==> config.mk <==
export PLATFORM = sky130hd
export DESIGN_NAME = upload_packer
export DESIGN_NICKNAME = d
export VERILOG_FILES = /design/src/rtl/upload_pkg.sv /design/src/rtl/upload_fifo.sv /design/src/rtl/upload_packer.sv
export SDC_FILE = /design/constraint.sdc
export NUM_CORES = 2
export LEC_CHECK = 0
export ABC_AREA = 0
export BUFFER_PORTS_ARGS = -buffer_cell sky130_fd_sc_hd__buf_2
export CORE_ASPECT_RATIO = 2
export CORE_MARGIN = 10
export CORE_UTILIZATION = 60
export DETAILED_ROUTE_END_ITERATION = 10
export GPL_ROUTABILITY_DRIVEN = 1
export PLACE_DENSITY = 0.76
export SETUP_SLACK_MARGIN = 0.05
export SYNTH_ARGS = -nofsm -noshare
export SYNTH_HDL_FRONTEND = slang
export SYNTH_SLANG_ARGS = --single-unit
==> constraint.sdc <==
create_clock -name clk -period 5.65 [get_ports clk]
set_input_delay 0.2825 -clock clk [delete_from_list [all_inputs] [get_ports clk]]
set_output_delay 0.2825 -clock clk [all_outputs]
set_load 0.02 [all_outputs]
==> src/rtl/upload_pkg.sv <==
// Shared constants and FSM encoding for the framed upload path.
package upload_pkg;

  localparam logic [7:0] HDR0  = 8'hAA;
  localparam logic [7:0] HDR1  = 8'h55;
  localparam int         LEN_W = 16;

  typedef enum logic [2:0] {
    S_IDLE = 3'd0,
    S_HDR0 = 3'd1,
    S_HDR1 = 3'd2,
    S_SRC  = 3'd3,
    S_LENH = 3'd4,
    S_LENL = 3'd5,
    S_PAY  = 3'd6,
    S_CSUM = 3'd7
  } state_e;

endpackage

==> src/rtl/upload_fifo.sv <==
// Synchronous show-ahead byte FIFO: rdata always presents the head entry.
module upload_fifo #(
  parameter int DEPTH = 256,
  localparam int AW = $clog2(DEPTH)
) (
  input  logic        clk,
  input  logic        rst,
  input  logic        push,
  input  logic [7:0]  wdata,
  input  logic        pop,
  output logic [7:0]  rdata,
  output logic        full,
  output logic        empty,
  output logic [AW:0] count
);

  logic [7:0]    mem_q [DEPTH];
  logic [AW-1:0] wr_ptr_q, wr_ptr_d;
  logic [AW-1:0] rd_ptr_q, rd_ptr_d;
  logic [AW:0]   count_q, count_d;
  logic          do_push, do_pop;

  assign full  = (count_q == (AW+1)'(DEPTH));
  assign empty = (count_q == '0);
  assign count = count_q;
  assign rdata = mem_q[rd_ptr_q];

  always_comb begin
    do_push  = push && !full;
    do_pop   = pop && !empty;
    wr_ptr_d = wr_ptr_q + AW'(do_push);
    rd_ptr_d = rd_ptr_q + AW'(do_pop);
    count_d  = count_q + (AW+1)'(do_push) - (AW+1)'(do_pop);
  end

  always_ff @(posedge clk) begin
    if (rst) begin
      wr_ptr_q <= '0;
      rd_ptr_q <= '0;
      count_q  <= '0;
    end else begin
      wr_ptr_q <= wr_ptr_d;
      rd_ptr_q <= rd_ptr_d;
      count_q  <= count_d;
    end
  end

  // Storage needs no reset; occupancy is tracked by the pointers.
  always_ff @(posedge clk) begin
    if (do_push) mem_q[wr_ptr_q] <= wdata;
  end

endmodule

==> src/rtl/upload_packer.sv <==
// Buffers a raw byte stream and emits framed packets (AA 55 SRC LEN_H LEN_L payload CSUM)
// when MAX_LEN bytes are queued or the input has been idle for TIMEOUT cycles.
module upload_packer
  import upload_pkg::*;
#(
  parameter int         DEPTH   = 256,
  parameter int         MAX_LEN = 64,
  parameter int         TIMEOUT = 6000,
  parameter logic [7:0] SRC_ID  = 8'h01
) (
  input  logic       clk,
  input  logic       rst,
  input  logic [7:0] src_data,
  input  logic       src_valid,
  output logic       src_ready,
  output logic [7:0] usb_upload_data,
  output logic       usb_upload_valid,
  input  logic       usb_upload_ready,
  output logic       overflow
);

  localparam int AW = $clog2(DEPTH);
  localparam int TW = $clog2(TIMEOUT);
  localparam logic [TW-1:0] IDLE_MAX = TW'(TIMEOUT - 1);
  localparam logic [AW:0]   MAX_CNT  = (AW+1)'(MAX_LEN);

  state_e           state_q, state_d;
  logic [7:0]       data_q, data_d;
  logic [7:0]       csum_q, csum_d;
  logic [LEN_W-1:0] len_q, len_d;
  logic [LEN_W-1:0] pay_cnt_q, pay_cnt_d;
  logic [TW-1:0]    idle_cnt_q, idle_cnt_d;
  logic             overflow_q, overflow_d;

  logic [AW:0] fifo_count;
  logic [7:0]  fifo_rdata;
  logic        fifo_full, fifo_empty, fifo_pop;
  logic        push, hs, trigger;

  upload_fifo #(.DEPTH(DEPTH)) u_fifo (
    .clk   (clk),
    .rst   (rst),
    .push  (push),
    .wdata (src_data),
    .pop   (fifo_pop),
    .rdata (fifo_rdata),
    .full  (fifo_full),
    .empty (fifo_empty),
    .count (fifo_count)
  );

  assign src_ready        = !fifo_full;
  assign push             = src_valid && src_ready;
  assign usb_upload_valid = (state_q != S_IDLE);
  assign usb_upload_data  = data_q;
  assign overflow         = overflow_q;
  assign hs               = usb_upload_valid && usb_upload_ready;
  assign trigger = (state_q == S_IDLE) &&
                   ((fifo_count >= MAX_CNT) || (!fifo_empty && idle_cnt_q == IDLE_MAX));

  always_comb begin
    state_d    = state_q;
    data_d     = data_q;
    csum_d     = csum_q;
    len_d      = len_q;
    pay_cnt_d  = pay_cnt_q;
    fifo_pop   = 1'b0;
    overflow_d = overflow_q || (src_valid && fifo_full);

    if (push || trigger)           idle_cnt_d = '0;
    else if (idle_cnt_q == IDLE_MAX) idle_cnt_d = idle_cnt_q;
    else                           idle_cnt_d = idle_cnt_q + 1'b1;

    // data_q always holds the byte for the state being entered, so each
    // payload byte is popped as it is loaded into the output register.
    case (state_q)
      S_IDLE: if (trigger) begin
        state_d   = S_HDR0;
        data_d    = HDR0;
        csum_d    = SRC_ID;
        pay_cnt_d = '0;
        len_d     = (fifo_count >= MAX_CNT) ? LEN_W'(MAX_LEN) : LEN_W'(fifo_count);
      end
      S_HDR0: if (hs) begin
        state_d = S_HDR1;
        data_d  = HDR1;
      end
      S_HDR1: if (hs) begin
        state_d = S_SRC;
        data_d  = SRC_ID;
      end
      S_SRC: if (hs) begin
        state_d = S_LENH;
        data_d  = len_q[15:8];
        csum_d  = csum_q + len_q[15:8];
      end
      S_LENH: if (hs) begin
        state_d = S_LENL;
        data_d  = len_q[7:0];
        csum_d  = csum_q + len_q[7:0];
      end
      S_LENL: if (hs) begin
        state_d   = S_PAY;
        fifo_pop  = 1'b1;
        data_d    = fifo_rdata;
        csum_d    = csum_q + fifo_rdata;
        pay_cnt_d = LEN_W'(1);
      end
      S_PAY: if (hs) begin
        if (pay_cnt_q == len_q) begin
          state_d = S_CSUM;
          data_d  = csum_q;
        end else begin
          fifo_pop  = 1'b1;
          data_d    = fifo_rdata;
          csum_d    = csum_q + fifo_rdata;
          pay_cnt_d = pay_cnt_q + 1'b1;
        end
      end
      S_CSUM: if (hs) begin
        state_d = S_IDLE;
        data_d  = 8'h00;
      end
      default: state_d = S_IDLE;
    endcase
  end

  always_ff @(posedge clk) begin
    if (rst) begin
      state_q    <= S_IDLE;
      data_q     <= 8'h00;
      csum_q     <= 8'h00;
      len_q      <= '0;
      pay_cnt_q  <= '0;
      idle_cnt_q <= '0;
      overflow_q <= 1'b0;
    end else begin
      state_q    <= state_d;
      data_q     <= data_d;
      csum_q     <= csum_d;
      len_q      <= len_d;
      pay_cnt_q  <= pay_cnt_d;
      idle_cnt_q <= idle_cnt_d;
      overflow_q <= overflow_d;
    end
  end

endmodule

Word level (Yosys, flattened, before mapping)
Memories as Yosys holds them, arrays and structs flattened. A register that Yosys moved wholly into a read port is not among the register bits.
Index checks and enable logic that the tools add are counted.

word-level totals
  memories = 1
  input port bits = 12
  memory bits (writable) = 2048
  output and inout port bits = 11
  bits in registers = 90
  logic and storage cells = 104

operators by class
  reductions and logical operators = 23
  add/subtract/negate cells = 9
  $lt $le $gt $ge = 1
  muxes and demuxes = 40
  eq/ne operators = 20

memory list
  memory        words  width  rd ports  clocked after Yosys merged registers in  wr ports  RTL line           source
  u_fifo.mem_q  256    8      1         1                                        1         upload_fifo.sv:17  logic [7:0] mem_q [DEPTH];

operator list
  cell                   count
  $mux 8                 16
  $mux 16                4
  $pmux 8 s8             1
  $pmux 16 s3            1
  $pmux 8 s5             1
  $mux 3                 9
  $add 8x8->8            3
  $pmux 3 s8             1
  $ne 2x2->1 const B     10
  $add 16x1->16 const B  1
  $add 8x1->8            2
  $eq 16x16->1           1
  $add 13x1->13 const B  1
  $eq 13x13->1 const B   1
  $eq 3x3->1 const B     4
  $add 9x1->9            1
  $eq 9x9->1 const B     1
  $ge 9x7->1 const B     1
  $logic_not 9->1        1
  $mux 9                 1
  $reduce_and 9->1       1
  $sub 9x1->9            1
  $reduce_and 8->1       1
  $logic_and 1x1->1      7
  other kinds (13)       22

Depth between registers and ports, before layout
  word-level depth = 7
  mapped depth = 21
  depth with buffers taken out = 19

Cells and area by module
From an unflattened synthesis, not the netlist that was laid out.

second synthesis, totals
  cells, all modules = 4367
  area total of the unflattened synthesis = 84428.5 µm²

by module, submodules not included
  module         cells each  area an instance (µm²)  sequential area each (µm²)  instances
  upload_fifo    3939        80833.8                 61999.5                     1
  upload_packer  428         3594.7                  1161.1                      1

Worst setup path before layout
Ideal clock, no wire load.

  kind = flip-flop to flip-flop
  start = register u_fifo.rd_ptr_q[1] (netlist name)
  end = register csum_q[7]
  arrival time = 4749 ps
  buffers on the path = 3
  setup time = 75 ps
  stages on the path, launching flop included = 19
  slack = 827 ps
  required time = 5575 ps
  period minus slack after synthesis = 4823 ps
  cell sequence = dfxtp_1 -> buf_2 -> clkbuf_1 -> buf_1 -> mux4_2 -> mux4_2 -> mux4_2 -> mux4_2 -> a22o_1 -> ha_1 -> a21o_1 -> a21oi_1 -> o21bai_1 -> a21oi_1 -> o21bai_1 -> a21oi_1 -> xnor2_1 -> or3b_1 -> a31oi_1

RTL lines
  element               RTL line              source
  to (signal assigned)  upload_packer.sv:140  csum_q <= csum_d;
  to (decl)             upload_packer.sv:29   logic [7:0] csum_q, csum_d;

==> run summary <==
Pre-antenna DRT Iters: 5
Final Cycle Share: 94.4%
Worst r2r src: u_fifo.rd_ptr_q[0]$_SDFF_PP0_
Worst reg2reg setup slack: 0.32 ns
Wirelength per Cell: 35.9 um
Area delta synth->final: 10.7%
TritonCTS clock tree: yes
Max Fclk: 188 MHz
Initial antenna violation count: 9
Die Wd: 284 um
Gr usage total: 27.7%
Worst-Skew Late Latency: 0.82 ns
Syn avg cell area: 21.9 sq um
Final ANT Viol Nets: 0
DP Cell Count: 5613
Req. time, crit path: 6.35 ns
Reg clk slew, reported paths: 0.07 ns
Setup Skew: 0.0424 ns
Worst Setup SP: u_fifo.rd_ptr_q[0]$_SDFF_PP0_
Gr busiest metal: met2
Starting DRT DRC Count: 4908
RSZ-0062 raised after global routing: no
DIE AREA: 155000 sq um
Worst Tran Pin Value: 1.51 ns
Flop pwr share: 56.6%
Yosys cell types: 62
Post-Layout Cell Count: 5940
Syn Inst Count: 3810
Grt total ovfl: 0
I/O pins: 23
Leading cell types in the layout, fill and taps excluded: edfxtp_1 (2048), mux4_2 (652), nor2_1 (338), clkbuf_16 (181), buf_4 (99)
Via Count: 40.6k
Met1 Usage GRT: 31.4%
Core area: 138000 sq um
Clk sinks: 2131
Cell Pwr Density: 335 nW/um^2
Max H-tree Level: 4
Most used DFF post-synth: edfxtp_1
Area contributors post-synth: edfxtp_1 (74%), mux4_2 (18%), dfxtp_1 (2.0%), nor2_1 (1.5%), clkbuf_1 (0.47%)
Fin crit period: 5.33 ns
Lkg Pwr: 27.7 nW
Hpwl dp: 132000 um
GR Util met3: 3.86%
Synth Register Bits: 2131
Startpoint Class: flip-flop
DRC violations left: 0
VDD IR max: 279 uV
Psw: 6.41 mW
Internal power: 24.5 mW
Via density: 6.84
Vias in the first global route: 41.7k
Comb pwr share: 3.7%
Mapped Area: 83300 sq um
Die Ht: 547 um
Arr. time, crit path: 6.04 ns
Synth Warn #: 0
Final Hold Viols: 0
Crit-path max FO: 14
Final wirelength: 213000 um
Max-slew headroom: -0.769%
HP Class: input port to flip-flop
Clock power frac: 39.7%
Critical path class: flip-flop to flip-flop
Net Sw Frac: 20.7%
Cts bufs inserted: 176
Longest Clk Path Bufs: 4
Port Buf Inserts: 22
Layout cells sized above 1: 26.9%
Root Driver: clkbuf_16
Post-synth top area share: 73.8%
Largest net degree at the start of global routing: 213
Nets@finish: 3982
Finish-stage setup viols: 0
Worst setup EP type: flip-flop
RePlAce Congestion: 0.918
Register area share after synthesis: 75.8%
Failing checks: slew limit
Synth area leader: edfxtp_1
Commonest non-fill, non-tap cell in the layout: edfxtp_1
Row Count: 193
Outcome: complete, but fails checks
Mapped Nets: 3850
Async S/R FF share, synth: 0%
Fin Setup TNS: 0 ns
Grt met2 use: 48.1%
Initial Utilization: 60.3%
Slew Viols, Final: 21
Post-synth EDFFs: 2048
Min-delay src: src_data[4]
Maxcap violations: 0
Global-route wire length before repair: 308000 um
power groups by stage:
stage | registers, mW | clock network (mW) | logic (mW)
3_5_place_dp | 17.8 | 0 | 1.12
2_1_floorplan | 17.8 | 0 | 0.583
6_report | 17.5 | 12.3 | 1.14
4_1_cts | 17.5 | 12.3 | 1.12
3_3_place_gp | 17.8 | 0 | 1.08
5_1_grt | 17.5 | 12.9 | 1.23
sequential cells by signal, indices dropped and copies added (netlist names), 8 cells and up:
signal / count
csum_q: 8
idle_cnt_q: 13
len_q: 9
pay_cnt_q: 16
u_fifo.count: 9
u_fifo.mem_q: 2048
u_fifo.rd_ptr_q: 8
u_fifo.wr_ptr_q: 8
usb_upload_data: 8
layout make-up:
| type | count | area, sq um |
|---|---|---|
| repair buffers | 165 | 1770 |
| fillers | 8385 | 45900 |
| clock inverters | 93 | 966 |
| flip-flops and latches | 2131 | 63200 |
| well taps | 1852 | 2320 |
| multi-input cells | 1439 | 19100 |
| inverters | 29 | 116 |
| diodes | 12 | 30.0 |
| clock buffers | 219 | 4700 |
cells by family (layout without fill, tap and decap cells):
logic type / Yosys count / after routing / synth area share (%)
AO/OA/AOI/OAI: 132 / 132 / 1.10
XOR/XNOR: 58 / 58 / 0.610
adder cells (fa/ha/maj): 28 / 28 / 0.438
buffers and inverters: 240 / 506 / 1.30
flip-flops: 2131 / 2131 / 75.8
multiplexers: 678 / 678 / 17.9
other: 0 / 12 / 0
AND/OR/NAND/NOR: 543 / 543 / 2.81
routing by layer:
layer  share of wire (%)  wire (um)  up-vias
met1                  31      66800    21400
met5               0.012         26        -
met2                  53     113000     2515
met4                 8.4      17900        4
li1                    -          -    16100
met3                 7.4      15800      622
worst paths after layout:
path,to,depth (start not counted)
max reg2reg,csum_q[7]$_SDFFE_PP0P_,22
max,csum_q[7]$_SDFFE_PP0P_,22
min,u_fifo.mem_q[65][4]$_DFFE_PP_,1
min reg2reg,usb_upload_data[0]$_SDFFE_PP0P_,2
cell usage after synthesis, types with 4 or more instances:
cell      count
nand2_1      76
or3_1         6
nor2b_1      26
dfxtp_1      83
o221ai_1      4
and3_1       11
nand3_1      34
ha_1         26
mux2_2        6
clkbuf_1    104
o22ai_1       6
nand2b_1      6
mux4_2      652
nand4_1      12
a22oi_1      12
buf_6        10
a31oi_1       7
and2_1        6
a211oi_1      9
a22o_1       11
o21bai_1      6
edfxtp_1   2048
inv_1        29
nor3_1       13
a21oi_1      30
o211ai_1      4
mux2i_1      20
a21o_1        4
nor2_1      338
buf_1        32
o21ai_0      12
xor2_1       26
buf_2        53
xnor2_1      32
buf_4        12
o21ai_1       5
through the flow:
step / util (%) / area [sq um] / hold slack [ns] / total power [mW] / setup WS, ns
6_report: 66.8 / 92200 / 0.0377 / 30.9 / 0.319
4_1_cts: 66.7 / 92200 / 0.0298 / 30.9 / 0.218
2_1_floorplan: - / 83300 / 0.381 / 18.4 / 0.827
3_5_place_dp: 62.6 / 86500 / 0.472 / 18.9 / 0.313
5_1_grt: 66.7 / 92200 / 0.0645 / 31.6 / 0.0882
3_3_place_gp: 62.6 / 86500 / 0.447 / 18.9 / 0.211
critical path, cell delays in order (launching register included):
cell and delay [ns]:
dfxtp_4 0.44, buf_12 0.21, buf_12 0.19, buf_4 0.21, mux4_2 0.53, mux4_2 0.45
nor2b_1 0.16, a211oi_2 0.25, buf_4 0.20, a31oi_1 0.09, mux4_2 0.51, o21ai_0 0.10
nand3_1 0.10, ha_1 0.22, a21o_1 0.18, a21oi_2 0.19, o21bai_1 0.09, a21oi_1 0.23
o21bai_1 0.09, a21oi_1 0.18, xnor2_1 0.10, or3b_1 0.38, a31oi_1 0.12
what timing repair did:
| action | in CTS | in global routing |
|---|---|---|
| resized for setup | 0 | 3 |
| setup buffers | 0 | 0 |
| endpoints found under the setup margin | 0 | 1 |
| hold buffers | 3 | 0 |
| hold endpoints to repair | 48 | 0 |
No activity file was read; power rests on OpenSTA's default activity.
